`src/rtl/rpn_stack_ctrl.sv`:
```
// Operand-stack controller for the RPN calculator: caches TOS/NOS in registers and spills
// deeper entries to a registered-read dual-port RAM, refilling NOS after POP/REPLACE2.
module rpn_stack_ctrl #(
    parameter int unsigned DATA_WIDTH = 8,
    parameter int unsigned ADDR_WIDTH = 8
) (
    input  logic                    clk,
    input  logic                    rst,
    input  logic                    cmd_valid,
    output logic                    cmd_ready,
    input  logic [1:0]              cmd_op,
    input  logic [DATA_WIDTH-1:0]   cmd_data,
    output logic [DATA_WIDTH-1:0]   tos,
    output logic [DATA_WIDTH-1:0]   nos,
    output logic [ADDR_WIDTH+1:0]   count,
    output logic                    err_overflow,
    output logic                    err_underflow,
    output logic [ADDR_WIDTH-1:0]   ram_rd_addr,
    output logic [ADDR_WIDTH-1:0]   ram_wr_addr,
    output logic                    ram_we,
    output logic [DATA_WIDTH-1:0]   ram_wdata,
    input  logic [DATA_WIDTH-1:0]   ram_rdata
);

    localparam int unsigned CntW = ADDR_WIDTH + 2;
    localparam logic [CntW-1:0] Cap   = CntW'(2 ** ADDR_WIDTH + 2);
    localparam logic [CntW-1:0] One   = CntW'(1);
    localparam logic [CntW-1:0] Two   = CntW'(2);
    localparam logic [CntW-1:0] Three = CntW'(3);

    localparam logic [1:0] OpNop  = 2'b00;
    localparam logic [1:0] OpPush = 2'b01;
    localparam logic [1:0] OpPop  = 2'b10;
    localparam logic [1:0] OpRep2 = 2'b11;

    typedef enum logic [1:0] {
        StIdle,
        StWait1,
        StWait2
    } state_e;

    state_e                  state_q, state_d;
    logic [DATA_WIDTH-1:0]   tos_q, tos_d;
    logic [DATA_WIDTH-1:0]   nos_q, nos_d;
    logic [CntW-1:0]         count_q, count_d;
    logic [ADDR_WIDTH-1:0]   rd_addr_q, rd_addr_d;
    logic                    ovf_q, ovf_d;
    logic                    unf_q, unf_d;

    logic [CntW-1:0]         sp;
    logic                    is_full;

    // Number of entries currently spilled to RAM.
    assign sp      = (count_q >= Two) ? (count_q - Two) : '0;
    assign is_full = (count_q == Cap);

    always_ff @(posedge clk) begin
        if (rst) begin
            state_q   <= StIdle;
            tos_q     <= '0;
            nos_q     <= '0;
            count_q   <= '0;
            rd_addr_q <= '0;
            ovf_q     <= 1'b0;
            unf_q     <= 1'b0;
        end else begin
            state_q   <= state_d;
            tos_q     <= tos_d;
            nos_q     <= nos_d;
            count_q   <= count_d;
            rd_addr_q <= rd_addr_d;
            ovf_q     <= ovf_d;
            unf_q     <= unf_d;
        end
    end

    always_comb begin
        state_d   = state_q;
        tos_d     = tos_q;
        nos_d     = nos_q;
        count_d   = count_q;
        rd_addr_d = rd_addr_q;
        ovf_d     = 1'b0;
        unf_d     = 1'b0;
        unique case (state_q)
            StIdle: begin
                if (cmd_valid) begin
                    case (cmd_op)
                        OpNop: ;
                        OpPush: begin
                            if (is_full) begin
                                ovf_d = 1'b1;
                            end else begin
                                nos_d   = tos_q;
                                tos_d   = cmd_data;
                                count_d = count_q + One;
                            end
                        end
                        OpPop: begin
                            if (count_q == '0) begin
                                unf_d = 1'b1;
                            end else begin
                                tos_d   = nos_q;
                                count_d = count_q - One;
                                if (count_q >= Three) begin
                                    rd_addr_d = ADDR_WIDTH'(sp - One);
                                    state_d   = StWait1;
                                end else begin
                                    nos_d = '0;
                                end
                            end
                        end
                        OpRep2: begin
                            if (count_q < Two) begin
                                unf_d = 1'b1;
                            end else begin
                                tos_d   = cmd_data;
                                count_d = count_q - One;
                                if (count_q >= Three) begin
                                    rd_addr_d = ADDR_WIDTH'(sp - One);
                                    state_d   = StWait1;
                                end else begin
                                    nos_d = '0;
                                end
                            end
                        end
                        default: ;
                    endcase
                end
            end
            // RAM registers the read address during this cycle.
            StWait1: state_d = StWait2;
            StWait2: begin
                nos_d   = ram_rdata;
                state_d = StIdle;
            end
            default: state_d = StIdle;
        endcase
    end

    always_comb begin
        cmd_ready   = (state_q == StIdle);
        ram_we      = cmd_ready && cmd_valid && (cmd_op == OpPush) && !is_full
                      && (count_q >= Two);
        ram_wr_addr = sp[ADDR_WIDTH-1:0];
        ram_wdata   = nos_q;
    end

    assign tos           = tos_q;
    assign nos           = nos_q;
    assign count         = count_q;
    assign err_overflow  = ovf_q;
    assign err_underflow = unf_q;
    assign ram_rd_addr   = rd_addr_q;

endmodule

```
`config.mk`:
```
export PLATFORM = sky130hd
export DESIGN_NAME = rpn_stack_ctrl
export DESIGN_NICKNAME = d
export VERILOG_FILES = /design/src/rtl/rpn_stack_ctrl.sv
export SDC_FILE = /design/constraint.sdc
export NUM_CORES = 1
export LEC_CHECK = 0
export ABC_AREA = 1
export CAP_MARGIN = 15
export CORE_MARGIN = 3
export CORE_UTILIZATION = 40
export CTS_CLUSTER_DIAMETER = 80
export DETAILED_ROUTE_END_ITERATION = 12
export DONT_BUFFER_PORTS = 1
export PLACE_DENSITY = 0.53
export SYNTH_ARGS = -nofsm -noshare
export SYNTH_HDL_FRONTEND = slang
export SYNTH_SLANG_ARGS = --single-unit
```
`constraint.sdc`:
```
create_clock -name clk -period 2.6 [get_ports clk]
set_clock_uncertainty 0.15 [all_clocks]
set_input_delay 0.52 -clock clk [delete_from_list [all_inputs] [get_ports clk]]
set_output_delay 0.52 -clock clk [all_outputs]
set_load 0.02 [all_outputs]
```
Word-level counts from Yosys, hierarchy flattened:

Cells that the tools add are included.

* add/sub/neg operators: 4
* multipliers: 0
* div/mod/pow operators: 0
* magnitude comparators: 3
* equal/unequal tests: 15
* shift-type cells: 0
* muxes and demuxes: 30
* bitwise gates (word level): 3
* reduce and logical (&&, ||, !) cells: 16

Operator list (number)
* two-way mux 8 bit: 12
* case mux 8 bit (3 select lines): 2
* case mux 8 bit (2 select lines): 2
* two-way mux 10 bit: 3
* case mux 10 bit (3 select lines): 1
* >= comparator 10 x 2 -> 1 bit (second input constant): 2
* AND reduction 6 bit: 2
* adder 10 x 1 -> 10 bit (second input constant): 1
* equality test 10 x 9 -> 1 bit (second input constant): 1
* logical NOT 10 bit: 1
* < comparator 10 x 2 -> 1 bit (second input constant): 1
* subtractor 10 x 1 -> 10 bit (second input constant): 1
* != test 3 bit (second input constant): 3
* two-way mux 2 bit: 4
* != test 2 bit (second input constant): 4
* case mux 2 bit (2 select lines): 2
* subtractor 8 x 1 -> 8 bit (second input constant): 1
* subtractor 8 x 2 -> 8 bit (second input constant): 1
* equality test 2 bit (second input constant): 3
* AND reduction 5 bit: 1
* equality test 2 x 1 -> 1 bit (second input constant): 2
* logical AND 1 bit: 4
* != test 4 x 1 -> 1 bit (second input constant): 1
* AND reduction 4 bit: 1
* other kinds (10): 15

* flip-flop bits (word level): 38
* bits in latches: 0
* memory bits (writable): 0
* bits in read-only memories: 0
* bits of input ports: 21
* output and inout bits: 54
* logic and storage cells: 78
* memories kept: 0

Longest topological paths before layout:

* depth after elaboration: 6
* mapped depth: 13
* depth with buffers taken out: 13

Least setup slack after synthesis:

Ideal clock, no wire load.

* path kind: reg2out
* start: register count_q[1] (netlist: count[1])
* end: output port ram_we
* arrival: 1546 ps
* data required time: 1930 ps
* slack: 384 ps
* stages on the path, launching flop included: 5
* cell sequence: dfxtp_1 -> inv_2 -> nand2_2 -> nor2_4 -> nor4_1

* word-level cells in the longest chain between the ends: 4
* elaborated cells between the ends (all ways): 5
* those cells by class: 1 x order compare; 1 x eq/ne; 3 x reduce/logical

RTL lines
* start, declared: line 45 `logic [CntW-1:0] count_q, count_d;`
* start signal, assigned: line 70 `count_q <= count_d;`
* parallel branches: the longest is 3 deep, another holds >= comparator 10 x 2 -> 1 bit
* logical AND 1 bit (*): line 144 `&& (count_q >= Two);`
* end, declared: line 20 `output logic ram_we,`

Mark *: on every way between the ends.

Final worst setup path:

* start: register count_q[2] (netlist: count[2])
* end: output port ram_wr_addr[6]

* word-level cells in the longest chain between the ends: 2
* elaborated cells between the ends (all ways): 3
* those cells by class: 1 x add/sub; 1 x order compare; 1 x mux

RTL lines
* subtractor 8 x 2 -> 8 bit / >= comparator 10 x 2 -> 1 bit (equally long branches): line 54 `assign sp = (count_q >= Two) ? (count_q - Two) : '0;`
* two-way mux 8 bit (*): line 54
* end, declared: line 19 `output logic [ADDR_WIDTH-1:0] ram_wr_addr,`

Mark *: on every way between the ends. The rest lies on a longest branch, timed or not.

==> reports/qor.yml <==
finalCritPeriodShare_pct: 90.99
critPathMostFrequentCell: "nand2_1"
synth_top_cell_by_area: "dfxtp_1"
yosysMostFrequentCell: "nand2_1"
worstMarginPinSlew_ns: 0.6010
startpoint_type: "flop"
dp_hpwl_um: 4772
rsz0062_at_grt: "no"
grt_max_degree: 21
synth_top_family_by_area: "simple AND/OR/NAND/NOR gates"
cts_tree: "yes"
antenna_left: 0
routed_via_density: 4.996
cp.buffers_inverters: 1
worstPathArrival_ns: 1.70
final_max_slew_viol_count: 0
gp_congestion: 0.7802
antenna_found_initial: 0
holdBufCountCts: 0
stdcell_count: 465
worst_path_max_delay_cell: "dfxtp_1"
synthToLayoutAreaGrowth_pct: 6.373
synth.area.top_cells: "dfxtp_1 (30%), nand2_1 (20%), inv_1 (5.5%)"
reg2reg_depth: 13
cpPeakStageDelay_ns: 0.56
synth_top_area_share_pct: 30.04
muxShareOfSynthArea_pct: 0
min_path_cells: 1
io_buffers: 0
synthDistinctLibCells: 36
clock_sink_count: 38
grt_util_all_layers_pct: 17.83
fp-row-count: 28
synth_edf_count: 0
ys.flop_type: "dfxtp_1"
grt_pass1_wl_um: 10470
drt_iter0_markers: 147
antenna_cells: 0
fmax_ghz: 0.4227
dieWidth_um: 85.57
globalRouteOverflowTotal: 0
ir_worst_vdd_v: 0.0004786
post-route-drc-count: 0
hold_class: "in -> reg"
synth_compound_area_share_pct: 14.18
synth.avg_cell_area_um2: 6.561
worstHoldStart: "rst"
worstPathCellList: "nor2_4, nand2_1, nor2_1, nand2_1, nand3_1, inv_1"
clock_path_buffers: 2
hold_viol: 0
cts.reportedPaths.clkPinSlew_ns: 0.08
num-nets-final: 421
path_class: "reg -> out"
critical_path_required_ns: 1.93
rrSetupSlack_ns: 0.57
core_area_mm2: 0.006026
cts_setup_buffers: 0
synth_warnings: 0
synth-simple-area-share_pct: 35.87
start_util_pct: 42.03
drive_gt1_share_pct: 11.79
holdPathEnd: "count[0]"
setup-tns-final_ns: 0
setup_viol: 0
cts-htree-levels: 2
wl_per_cell_um: 13.65
dp.cells: 457
routed_wl_um: 6346
r2r_end: "ram_rd_addr[6]"
io_pins: 75
fin_crit_ns: 2.366
endpoint_kind: "output pin"
relSlewSlack_pct: 59.68
synthCells: 386
synth-seq-area-share_pct: 30.04
powerDensity_mw_per_mm2: 917.9
yosys.area_share.adder_pct: 5.731
path_delay_family: "simple AND/OR/NAND/NOR gates"
max_cap_viol_count: 0
synth_common_cells: "nand2_1 (133), dfxtp_1 (38), inv_1 (37), nor2_1 (36), a21oi_1 (26)"
syn-num-nets: 418
first_global_vias: 2114
cts_root_buf: "clkbuf_8"
cts_resized: 0
synth_xor_area_share_pct: 2.767
status: "completed"
worstPathMaxFanout: 7
clk_latency_ns: 0.29
synth_area_mm2: 0.002532
dieArea_mm2: 0.007322
r2r_start: "count[2]"
cts_buffers: 5
ys_seq_elements: 38
async_reset_ff_share_pct: 0
p_leak_nw: 1.334
die_height_um: 85.57
drtPass1Iterations: 5
vias: 2323
[cell families after synthesis]
family | Yosys count
and+or+nand+nor | 209
DFF | 38
buffers and inverters | 59
adders and majority gates | 11
xor gates and xnor gates | 8
AOI/OAI and AO/OA | 61
[where the power goes]
group	switching [mW]	leakage (nW)	internal, mW
Sequential	0.193	0.311	0.673
Clock	0.216	0.0472	0.213
Combinational	0.792	0.975	0.385
Total	1.20	1.33	1.27
[per-stage QoR]
step	setup WS, ns	util (%)	hold WS [ns]	area (um^2)	power, mW
global placement	0.5336	43.13	0.2911	2599	2.060
finish	0.2343	44.71	0.1355	2694	2.473
detailed placement	0.5320	43.13	0.2898	2599	2.074
floorplan	0.3841	-	0.2727	2532	1.855
CTS	0.2148	44.71	0.1184	2694	2.515
global route	0.07349	44.71	0.1055	2694	2.696
[placed cells by master (no fill, tap or decap), types with 2 or more instances in the layout]
master / netlist / routed
a21oi_2: 4 / 4
nor2_1: 36 / 36
nand2_4: 2 / 2
inv_1: 37 / 37
a31oi_1: 2 / 2
o21a_1: 2 / 2
o21bai_1: 4 / 4
nand4_1: 6 / 6
nand3_2: 2 / 2
dfxtp_1: 38 / 38
o21ai_0: 16 / 16
nor2_2: 3 / 3
ha_1: 10 / 10
nor3_1: 2 / 2
nand2_1: 133 / 133
clkbuf_8: 0 / 6
nand2_2: 4 / 4
nor2_4: 3 / 3
inv_2: 2 / 2
a21oi_1: 26 / 26
o21ai_1: 4 / 4
xor2_1: 7 / 7
buf_4: 9 / 14
nand3_1: 15 / 15
[registers in the layout (all words and copies together), names as in the netlist]
register	cells
count	10
nos	8
ram_rd_addr	8
tos	8
state_q	2
err_overflow	1
err_underflow	1
[per-layer routing]
metal / up-vias / track usage [%] / wire length, um
met2: 59 / 27.26 / 2794
met3: 9 / 5.572 / 433
met4: 0 / 5.324 / 81
li1: 1224 / - / -
met1: 1031 / 24.14 / 3037
met5: - / 0 / 0
[how the worst max path moves through the flow]
| stage | from | end | slack, ns | depth (start not counted) |
|---|---|---|---|---|
| floorplan | count[1] | ram_we | 0.38 | 4 |
| global placement | count[2] | ram_we | 0.53 | 5 |
| detailed placement | count[2] | ram_wr_addr[6] | 0.53 | 6 |
| CTS | count[2] | ram_wr_addr[6] | 0.21 | 6 |
| global route | count[2] | ram_wr_addr[6] | 0.07 | 6 |
| finish | count[2] | ram_wr_addr[6] | 0.23 | 6 |
[cell type report]
cell class	instances	area, um^2
fillers	644	3332
multi-input cells	289	1483
flip-flops and latches	38	760.7
clock buffers	6	82.58
clock inverters	2	12.51
inverters	41	156.4
repair buffers	14	105.1
well taps	75	93.84
[worst register-to-register path: cells and delay by family, from the launching register on]
family | cells | cell delay, ns
buffers and inverters | 2 | 0.12
and+or+nand+nor | 10 | 1.04
adders and majority gates | 1 | 0.19
DFF | 1 | 0.43
Power figures use the tool's default switching activity.
